$ cat config.mk
export PLATFORM = sky130hd
export DESIGN_NAME = instr_fetch
export DESIGN_NICKNAME = d
export VERILOG_FILES = /design/src/rtl/instr_fetch.sv
export SDC_FILE = /design/constraint.sdc
export NUM_CORES = 1
export LEC_CHECK = 0
export ABC_CLOCK_PERIOD_IN_PS = 5400
export BUFFER_PORTS_ARGS = -buffer_cell sky130_fd_sc_hd__buf_2
export CORE_MARGIN = 3
export CORE_UTILIZATION = 50
export CTS_BUF_LIST = sky130_fd_sc_hd__clkbuf_16
export DETAILED_ROUTE_END_ITERATION = 6
export PLACE_DENSITY = 0.73
export SLEW_MARGIN = 25
export SYNTH_ARGS = -nofsm -noshare
export SYNTH_HDL_FRONTEND = slang
export SYNTH_SLANG_ARGS = --single-unit
$ cat constraint.sdc
create_clock -name clk -period 5.4 [get_ports clk]
set_input_delay 1.08 -clock clk [delete_from_list [all_inputs] [get_ports clk]]
set_output_delay 1.08 -clock clk [all_outputs]
set_load 0.05 [all_outputs]
$ cat src/rtl/instr_fetch.sv
`default_nettype none
// +--------------------------------------------------------------------------+
// | instr_fetch : non-pipelined instruction fetch / PC update FSM            |
// | Optional fetch_count handshake counter enabled by macro FETCH_CNT_EN.    |
// | Revision: 1.0                                                            |
// +--------------------------------------------------------------------------+
module instr_fetch #(
    parameter int                ADDR_W   = 64,
    parameter logic [ADDR_W-1:0] RESET_PC = '0
) (
    input  logic              clk,
    input  logic              reset,
    output logic              imem_req,
    output logic [ADDR_W-1:0] imem_addr,
    input  logic              imem_ack,
    input  logic [31:0]       imem_rdata,
    output logic [31:0]       instruction,
    output logic [ADDR_W-1:0] pc_out,
    output logic              instr_valid,
    input  logic              instr_ready,
    input  logic              resolve_valid,
    input  logic              branch,
    input  logic              unconditional_branch,
    input  logic              alu_zero
`ifdef FETCH_CNT_EN
    ,
    output logic [31:0]       fetch_count
`endif
);

    typedef enum logic [1:0] {
        FETCH   = 2'd0,
        HOLD    = 2'd1,
        RESOLVE = 2'd2,
        UPDATE  = 2'd3
    } state_t;

    state_t            r_state;
    state_t            w_next_state;
    logic [ADDR_W-1:0] r_pc;
    logic [31:0]       r_instr;
    logic              r_taken;
    logic [ADDR_W-1:0] w_offset;
    logic [ADDR_W-1:0] w_step;

    always_ff @(posedge clk or posedge reset) begin
        if (reset) begin
            r_state <= FETCH;
        end else begin
            r_state <= w_next_state;
        end
    end

    always_comb begin
        w_next_state = r_state;
        unique case (r_state)
            FETCH:   if (imem_ack)      w_next_state = HOLD;
            HOLD:    if (instr_ready)   w_next_state = RESOLVE;
            RESOLVE: if (resolve_valid) w_next_state = UPDATE;
            UPDATE:                     w_next_state = FETCH;
            default:                    w_next_state = FETCH;
        endcase
    end

    // B format carries a 26-bit word offset, CB format a 19-bit one at [23:5]
    always_comb begin
        w_offset = ADDR_W'($signed(r_instr[23:5]));
        if (r_instr[31:26] == 6'b000101) begin
            w_offset = ADDR_W'($signed(r_instr[25:0]));
        end
        w_step = r_taken ? (w_offset << 2) : ADDR_W'(4);
    end

    always_ff @(posedge clk or posedge reset) begin
        if (reset) begin
            r_pc    <= RESET_PC;
            r_instr <= 32'h0;
            r_taken <= 1'b0;
        end else begin
            if (r_state == FETCH && imem_ack) begin
                r_instr <= imem_rdata;
            end
            if (r_state == RESOLVE && resolve_valid) begin
                r_taken <= unconditional_branch | (branch & alu_zero);
            end
            if (r_state == UPDATE) begin
                r_pc <= r_pc + w_step;
            end
        end
    end

`ifdef FETCH_CNT_EN
    logic [31:0] r_fetch_count;

    always_ff @(posedge clk or posedge reset) begin
        if (reset) begin
            r_fetch_count <= 32'h0;
        end else if (r_state == HOLD && instr_ready) begin
            r_fetch_count <= r_fetch_count + 32'd1;
        end
    end

    assign fetch_count = r_fetch_count;
`endif

    // Reset gates the request so it is low while reset is held
    assign imem_req    = (r_state == FETCH) & ~reset;
    assign instr_valid = (r_state == HOLD);
    assign imem_addr   = r_pc;
    assign pc_out      = r_pc;
    assign instruction = r_instr;

endmodule
`default_nettype wire

* Word level (Yosys, flattened, before mapping)
Index checks and enable logic that the tools add are counted.
Operators by class: add/sub/neg operators 1, order comparisons 0, $mul 0, divide/modulo/power cells 0, reductions and logical operators 4, eq/ne operators 7, multiplexer cells 6, bitwise operators 4, shifts and indexed selects 0
Operator list (number):
- $add A64 B64 Y64 | 1
- $mux W64 | 1
- $mux W62 | 1
- $pmux W2 S4 | 1
- $eq A6 B3 Y1 const B | 1
- $mux W2 | 3
- $eq A2 B2 Y1 const B | 2
- $ne A2 B2 Y1 const B | 2
- $reduce_and A3 Y1 | 1
- $and A1 B1 Y1 | 2
- $eq A2 B1 Y1 const B | 1
- $logic_and A1 B1 Y1 | 2
- $logic_not A2 Y1 | 1
- $ne A2 B1 Y1 const B | 1
- $not A1 Y1 | 1
- $or A1 B1 Y1 | 1
Word-level totals: word-level logic and storage cells 26, memory bits (writable) 0, output and inout port bits 162, bits in registers 99, memories 0, latch bits 0, bits in read-only memories 0, bits of input ports 40

* Logic depth before layout (Yosys ltp)
Gate-level depths: netlist of the first run.
depth after elaboration 4, mapped depth 20, depth with buffers taken out 18

* Worst setup path after synthesis of the first run
Ideal clock, no wire load.
path kind register -> register, start reg r_instr[29], in the netlist instruction[29], end reg r_pc[60], in the netlist imem_addr[60], slack 0.187 ns, arrival 5.088 ns, clock period less this slack 5.213 ns, cell stages (with the launch flop) 18, path buffers 3, path through dfrtp_1 > nor4b_1 > and3b_1 > clkbuf_1 > a21oi_1 > nor2b_1 > clkbuf_1 > ha_1 > clkbuf_1 > a21o_1 > a21o_1 > a221oi_1 > a31o_4 > o31ai_4 > a221o_2 > a41oi_2 > xnor2_1 > mux2_2
Between the ends: longest elaborated chain between the ends 4
Ends and longest elaborated chain:
- start, declared | RTL line 41 | logic [31:0] r_instr;
- start signal, assigned | RTL line 81 | r_instr <= imem_rdata;
- $eq A6 B3 Y1 | RTL line 68 | if (r_instr[31:26] == 6'b000101) begin
- $mux W62 | RTL line 68
- $mux W64 | RTL line 71 | w_step = r_taken ? (w_offset << 2) : ADDR_W'(4);
- $add A64 B64 Y64 | RTL line 87 | r_pc <= r_pc + w_step;
- end signal, assigned | RTL line 87
- end, declared | RTL line 40 | logic [ADDR_W-1:0] r_pc;
No other way between the ends. A chain may end at the register's enable or synchronous reset.

* Final worst setup path of the first run
start reg r_instr[29], in the netlist instruction[29], end reg r_pc[63], in the netlist imem_addr[63]
Same word-level chain as after synthesis.

==> impl_summary.md, run 1 <==
Timing
The hold violation total from the final report came to 0. The clock arrives with 0.0131 ns of skew. The number of setup violations in the final report is 0.

The transition time at the pin with the least slew margin is 0.774 ns. For the final routed database, the setup TNS stands at 0 ns. Based on the critical path, the design can be clocked at up to 209 MHz.

The normalized max-slew margin is 48.4%. The count of pins over their slew limit was 0. Setup repair after global routing left no endpoint under its margin.

The share of the cycle needed by the critical path after routing is 88.5%. The post-layout minimum cycle time is 4.78 ns.

Floorplan
The number of I/O pins is 202. The site row count is 45. The die covers 0.0178 mm². The starting utilization of the core area is 52.3%. The placeable core region is 0.0155 mm². The die is 133 µm wide. The height of the die is 133 µm.

Clock tree
The H-tree depth reported by CTS is 3. The clock net in this run drives a total of 97 sinks. Hold repair after CTS inserted 0 buffers. The clock latency of the later-clocked register in the worst-skew pair is 0.36 ns. In this run the deepest clock path goes through 2 buffers. In this run the clock root is driven by a clkbuf_16. TritonCTS built the clock tree. The number of buffers inserted to repair setup after CTS is 0. Clock-pin slew was measured on the worst setup and hold paths at 0.08 ns. The number of CTS-inserted buffers is 9.

Worst setup path
STA puts the critical path data required time at 5.66 ns. The launching element of the worst setup path is instruction[29]$_DFFE_PP0P_. The worst setup path is captured at a flop.

Of all nets on the critical path, the largest fanout is 16. The type of element launching the critical path is a flop. The largest stage delay on the critical path is 0.45 ns. The arrival time of the worst setup path is 5.04 ns. The critical path goes through nor4b_1 -> nand3b_1 -> and2_0 -> a21oi_1 -> nor2b_4 -> buf_4 -> ha_1 -> a21oi_1 -> o21ai_0 -> a21oi_1 -> nor3b_1 -> nor3_1 -> o32ai_1 -> a31o_2 -> a31oi_1 -> a21oi_1 -> xnor2_1 -> o32ai_1. The type of the setup path with the least slack is flop to flop. The standard cell with the maximum stage delay on the critical path is ha_1. The startpoint of the lowest-slack register-to-register path is instruction[29]$_DFFE_PP0P_. Counting stages on the worst path, the most repeated cell is a21oi_1. The setup slack of the worst register-to-register path is 0.62 ns.

Logic synthesis
The main flop type after synthesis is dfrtp_1. The mapped netlist covers 0.00812 mm². The proportion of synthesized flip-flops having asynchronous set or reset is 100%. The fraction of the yosys area taken by sequential cells is 29.9%.

The synthesized design contains 97 register bits. In this run the mean area of a mapped cell was 9.15 µm². During synthesis, Yosys emitted a total of 0 warnings. The netlist uses 71 different library cells. Summed over all instances, the cell type with the most area after synthesis is dfrtp_1. By count the netlist is led by dfrtp_1 (97), nand2_1 (90), mux2_2 (86).

The post-synthesis instance total is 888. The share of Yosys cell area claimed by the top area cell type is 29.9%. Yosys attributes the largest share of cell area to dfrtp_1 (30%), mux2_2 (12%), ha_1 (10%).

The number of synthesized flops with an enable pin is 0. Among all cell types in the netlist, the one instantiated most often is dfrtp_1.

Job
The tool flagged a number of max-cap violations equal to 0.

Global routing
The global-route wire length before repair is 33.2 mm. The aggregate global-route resource usage is 22.6%. Entering global routing, the biggest net connects 63 pins. The initial antenna violation count is 0. The number of global-route vias before repair came to 6,585.

The residual overflow from global routing is 0.

Layout
The final net count is 1,108. The synthesis-to-layout area growth is 12.3%. Cells with a size suffix above 1 make up 32.6% of the layout. The count of filler cells inserted in the layout is 1,386. In the final layout, flip-flops and latches occupy 0.00243 mm². Summing all multi-input logic gate instances after layout gives 0.00499 mm². The final antenna diode count is 0.

Detailed routing
Detailed routing inserted a total of 6,998 vias. Dividing the detail-routed wire length by the instance count gives 16.6 µm. The first-pass detailed-route iteration total is 5. In the routed design, unresolved DRC markers number 0. The routed via count divided by cell count is 5.75. The number of nets with antenna violations after detailed routing is 0. The number of design-rule violations left by the first detailed-router iteration is 614.

For this block, the routed nets add up to 20.2 mm of wire.

Placed design
At the end of routability-driven placement, the weighted congestion stood at 0.926. The number of buffers added on ports is 197. The placed wire-length estimate after detailed placement is 15.9 mm.

Hold path
The worst hold path begins at instruction[28]$_DFFE_PP0P_. The worst min-delay path category is flop to flop.

Status
The run finished with clean final reports.
## per-layer routing
| metal | part of all wire, % | vias up | track usage, % |
|---|---|---|---|
| met5 | 0 | - | 0 |
| met4 | 1.3 | 0 | 4.86 |
| met3 | 5.8 | 19 | 3.89 |
| met2 | 47 | 236 | 36.3 |
| met1 | 46 | 3356 | 32.1 |
| li1 | - | 3387 | - |
## logic make-up after synthesis
family	after synthesis	synth area share, %
xor gates and xnor gates	56	6.04
muxes	88	12.2
adders and majority gates	67	10.4
other	1	0.0462
and+or+nand+nor	201	11.5
AOI/OAI and AO/OA	251	21.0
buffers and inverters	127	8.95
DFF	97	29.9
## layout make-up
| class | instances | area share [%] |
|---|---|---|
| timing repair buffer | 204 | 11.4 |
| multi-input combinational | 667 | 54.7 |
| inverter | 22 | 0.933 |
| clock inverter | 7 | 1.03 |
| clock buffer | 9 | 2.47 |
| tap | 211 | 2.89 |
| sequential | 97 | 26.6 |
## per-stage QoR
| step | utilization [%] | cell area, µm² | setup slack [ns] | std cells | hold slack (ns) |
|---|---|---|---|---|---|
| finish | 58.7 | 9120 | 0.621 | 1217 | 0.537 |
| CTS | 58.7 | 9120 | 0.499 | 1217 | 0.534 |
| floorplan | - | 8130 | 0.187 | 891 | 0.595 |
| global route | 58.7 | 9120 | 0.147 | 1217 | 0.561 |
| global placement | 56.6 | 8800 | 0.622 | 1201 | 0.507 |
| detailed placement | 56.6 | 8800 | 0.535 | 1201 | 0.510 |
## state kept, by name, summed over array words and instances, names as in the netlist
register and cells:
r_taken 1, r_state 2, instruction 32, imem_addr 62
## layout by cell type (no fill, tap or decap), drive strengths merged, types with 3 or more instances in the layout
cell type	synthesis	layout
buf	72	204
dfrtp	97	97
nand2	90	90
mux2	86	86
a21oi	86	86
ha	66	66
o21ai	40	40
xnor2	38	38
nor2	35	35
a21o	26	26
inv	22	25
nand4	19	19
xor2	18	18
a21boi	18	18
o21bai	17	17
nand3	13	13
nor2b	11	11
clkbuf	33	9
o21a	8	8
nand2b	7	7
nor3	7	7
a31oi	7	7
and2	6	6
a211oi	6	6
a31o	6	6
conb	1	4
o31ai	4	4
clkinv	0	4
o211ai	3	3
a221oi	3	3
and3	3	3
or3	3	3
a221o	3	3
a41oi	3	3
## timing repair
item | CTS | global route
resized for setup | 0 | 1
endpoints found under the setup margin | 0 | 1
endpoints found under the hold margin | 0 | 0
## worst max-delay path, delay by kind of cell, from the launching register on
| family | cells | cell delay (ns) |
|---|---|---|
| AO/OA/AOI/OAI | 9 | 1.96 |
| AND/OR/NAND/NOR | 6 | 1.48 |
| adder cells (fa/ha/maj) | 1 | 0.45 |
| flip-flops | 1 | 0.40 |
| buffers and inverters | 1 | 0.23 |
| XOR/XNOR | 1 | 0.15 |
## worst paths after layout
kind | end | cells past startpoint
worst min-delay path | instruction[28]$_DFFE_PP0P_ | 1
max in group asynchronous | imem_addr[29]$_DFFE_PP0N_ | 3
worst max register to register | imem_addr[63]$_DFFE_PP0N_ | 18
worst min register to register | instruction[28]$_DFFE_PP0P_ | 1
worst max-delay path | imem_addr[63]$_DFFE_PP0N_ | 18
min in group asynchronous | r_taken$_DFFE_PP0P_ | 2
Power of run 1 is left out: the tool's default activity adds up to more than one toggle a clock period on the data nets, which glitch-free logic cannot reach.
==> run 2: changes to the inputs <==
--- a/config.mk
+++ b/config.mk
@@ -12,7 +12,8 @@
 export CTS_BUF_LIST = sky130_fd_sc_hd__clkbuf_16
 export DETAILED_ROUTE_END_ITERATION = 6
 export PLACE_DENSITY = 0.73
-export SLEW_MARGIN = 25
+export REMOVE_ABC_BUFFERS = 1
+export SLEW_MARGIN = 20
 export SYNTH_ARGS = -nofsm -noshare
 export SYNTH_HDL_FRONTEND = slang
 export SYNTH_SLANG_ARGS = --single-unit
==> run 2 against run 1 <==
Via count fell by 1.4%; count of clock-buffer cells in the layout did not move; routed wire length fell by 2.1%; clock skew barely moved; sequential share of layout area fell by 0.051 points; maximum frequency fell by 2.0%; die area did not move; critical path type unchanged.
==> impl_summary.md, run 2 (synthesis results as in run 1) <==
Detailed routing
The first-pass detailed-route iteration total is 5. The number of nets with antenna violations after detailed routing is 0. In the final routing, the length of wire on met1 measures 9.25 mm. After detailed routing, the total wire length is 19.7 mm. The number of design-rule violations left by the first detailed-router iteration is 562. The detailed router placed 6,903 vias in this run. In the routed design, unresolved DRC markers number 0.

The routed length on met2 is 9.23 mm. The top layer reached by signal wires is met4. The wire length on met3 is 994 µm.

After detailed routing, the average wire length per cell comes to 16.2 µm. Using the TritonRoute via totals, the vias-per-cell ratio works out to 5.66.

Layout
The synthesis-to-layout area growth is 12.5%. The library cells used most frequently in the layout, excluding fill and tap cells, are buf_2 (197), dfrtp_1 (97), nand2_1 (90), mux2_2 (86), a21oi_1 (85). The final antenna diode count is 0. The fraction of final layout cells sized beyond drive strength 1 is 32.8%. The library cell used most frequently in the layout, excluding fill and tap cells, is buf_2. The register with the most flip-flops in the layout has 62 of them.

The final layout contains 1,111 nets.

Floorplan
From left edge to right edge, the die measures 133 µm. The region available for standard cell placement spans 0.0155 mm². The height of the die is 133 µm. The site row count is 45. The area enclosed by the die boundary is 0.0178 mm². 202 I/O pins were placed. For this configuration, the core starts out at a cell density of 52.3%.

Clock tree
The post-cts hold buffer count is 0. The cell chosen for the clock root is clkbuf_16. Buffers added to address setup during post-CTS repair amount to 0.

The maximum number of buffers from clock root to sink is 2. The number of CTS-inserted buffers is 9. The clock tree synthesis step divided the H-tree into 3 levels. The clock sink count is 97.

The clock tree from TritonCTS is yes. The number of resized instances in the post-cts repair step is 0. The clock latency of the later-clocked register in the worst-skew pair is 0.36 ns. After clock tree synthesis, the clock-pin slew on the worst setup and hold paths is 0.08 ns.

Timing
The hold violation total from the final report was 0. The count of pins over their slew limit came to 0. The normalized max-slew margin is 48.5%.

Setup repair after global routing left no endpoint under its margin. The slack of the critical path is 0.525 ns. Static timing analysis puts the maximum clock frequency at 205 MHz. The share of the cycle needed by the critical path after routing is 90.3%. The post-layout minimum cycle time is 4.87 ns. The clock skew after layout is 0.0128 ns. The transition time at the pin with the least slew margin is 0.773 ns. Setup violations remaining at the end of the flow were counted as 0.

Hold path
The startpoint of the worst hold path is instruction[29]$_DFFE_PP0P_. The path class of the tightest hold or removal check is flop to flop. For hold timing, the worst endpoint is instruction[29]$_DFFE_PP0P_.

Counting instances, the worst hold path has a depth of 1.

Worst setup path
The worst setup path is launched from a flop. Along the worst path, the maximum fanout reaches 14. STA puts the critical path data arrival time at 5.14 ns. The endpoint of the lowest-slack register-to-register path is imem_addr[63]$_DFFE_PP0N_. The worst setup path is of the flop to flop kind. The worst endpoint required time is 5.66 ns. The worst setup path is captured at a flop.

Counting cells, the worst reg-to-reg path comes to 18. For flop-to-flop paths, the worst setup slack is 0.53 ns. The startpoint of the lowest-slack register-to-register path is instruction[29]$_DFFE_PP0P_.

Placed design
The placed wire-length estimate after detailed placement is 15.4 mm. The final RePlAce weighted congestion is 0.945. The number of buffers added on ports is 197.

The worst setup slack before clock tree synthesis is 0.585 ns.

Global routing
The pin count of the biggest net entering global routing is 64. The global-route wire length before repair is 32.2 mm. Global routing consumed, over all layers together, 21.9% of the routing resources. The initial antenna violation count is 0.

The number of global-route vias before repair was 6,455. The residual overflow from global routing is 0.

Status
The run finished with clean final reports.

Job
Across the run, the number of max-cap violations was 0.
[run 2: routing by layer]
| layer | vias to the layer above | global-route usage, % |
|---|---|---|
| li1 | 3375 | - |
| met1 | 3289 | 31.1 |
| met2 | 220 | 35.4 |
| met3 | 19 | 3.02 |
| met4 | 0 | 5.49 |
| met5 | - | 0 |
[run 2: cell type report]
cell class                      count  area, µm²
Timing Repair Buffer              207       1060
Clock inverter                      7       93.8
Fill cell                        1369       6400
Clock buffer                        9        225
Tap cell                          211        264
Sequential cell                    97       2430
Inverter                           22       85.1
Multi-Input combinational cell    667       4980
[run 2: metrics by stage]
step | area [µm²] | instances | utilization (%) | hold slack, ns | TNS [ns]
2_1_floorplan | 7490 | 786 | - | 0.595 | -3.90
3_3_place_gp | 8820 | 1204 | 56.8 | 0.509 | 0
3_5_place_dp | 8820 | 1204 | 56.8 | 0.517 | 0
4_1_cts | 9140 | 1220 | 58.8 | 0.536 | 0
5_1_grt | 9140 | 1220 | 58.8 | 0.571 | 0
6_report | 9140 | 1220 | 58.8 | 0.533 | 0
[run 2: worst max-delay path by stage]
stage / start / to / cells past startpoint
after floorplan: instruction[29]$_DFFE_PP0P_ / imem_addr[60]$_DFFE_PP0N_ / 14
after global placement: instruction[29]$_DFFE_PP0P_ / imem_addr[63]$_DFFE_PP0N_ / 18
after detailed placement: instruction[29]$_DFFE_PP0P_ / imem_addr[63]$_DFFE_PP0N_ / 18
after CTS: instruction[29]$_DFFE_PP0P_ / imem_addr[63]$_DFFE_PP0N_ / 18
after global routing: instruction[29]$_DFFE_PP0P_ / imem_addr[63]$_DFFE_PP0N_ / 18
final: instruction[29]$_DFFE_PP0P_ / imem_addr[63]$_DFFE_PP0N_ / 18
[run 2: critical path, stage by stage, from the launching register on]
cell and delay, ns:
dfrtp_1 0.39, nor4b_1 0.37, and3b_1 0.32, buf_4 0.20, a21oi_1 0.09, nor2b_2 0.59, buf_4 0.33, ha_1 0.35
nand2_1 0.12, nor2_1 0.06, and3_1 0.23, nor3b_1 0.15, nor3_1 0.28, o32ai_1 0.11, a31o_2 0.28, a31oi_1 0.36
a21oi_1 0.16, xnor2_1 0.15, o32ai_1 0.22
Power of run 2 is left out for the same reason.
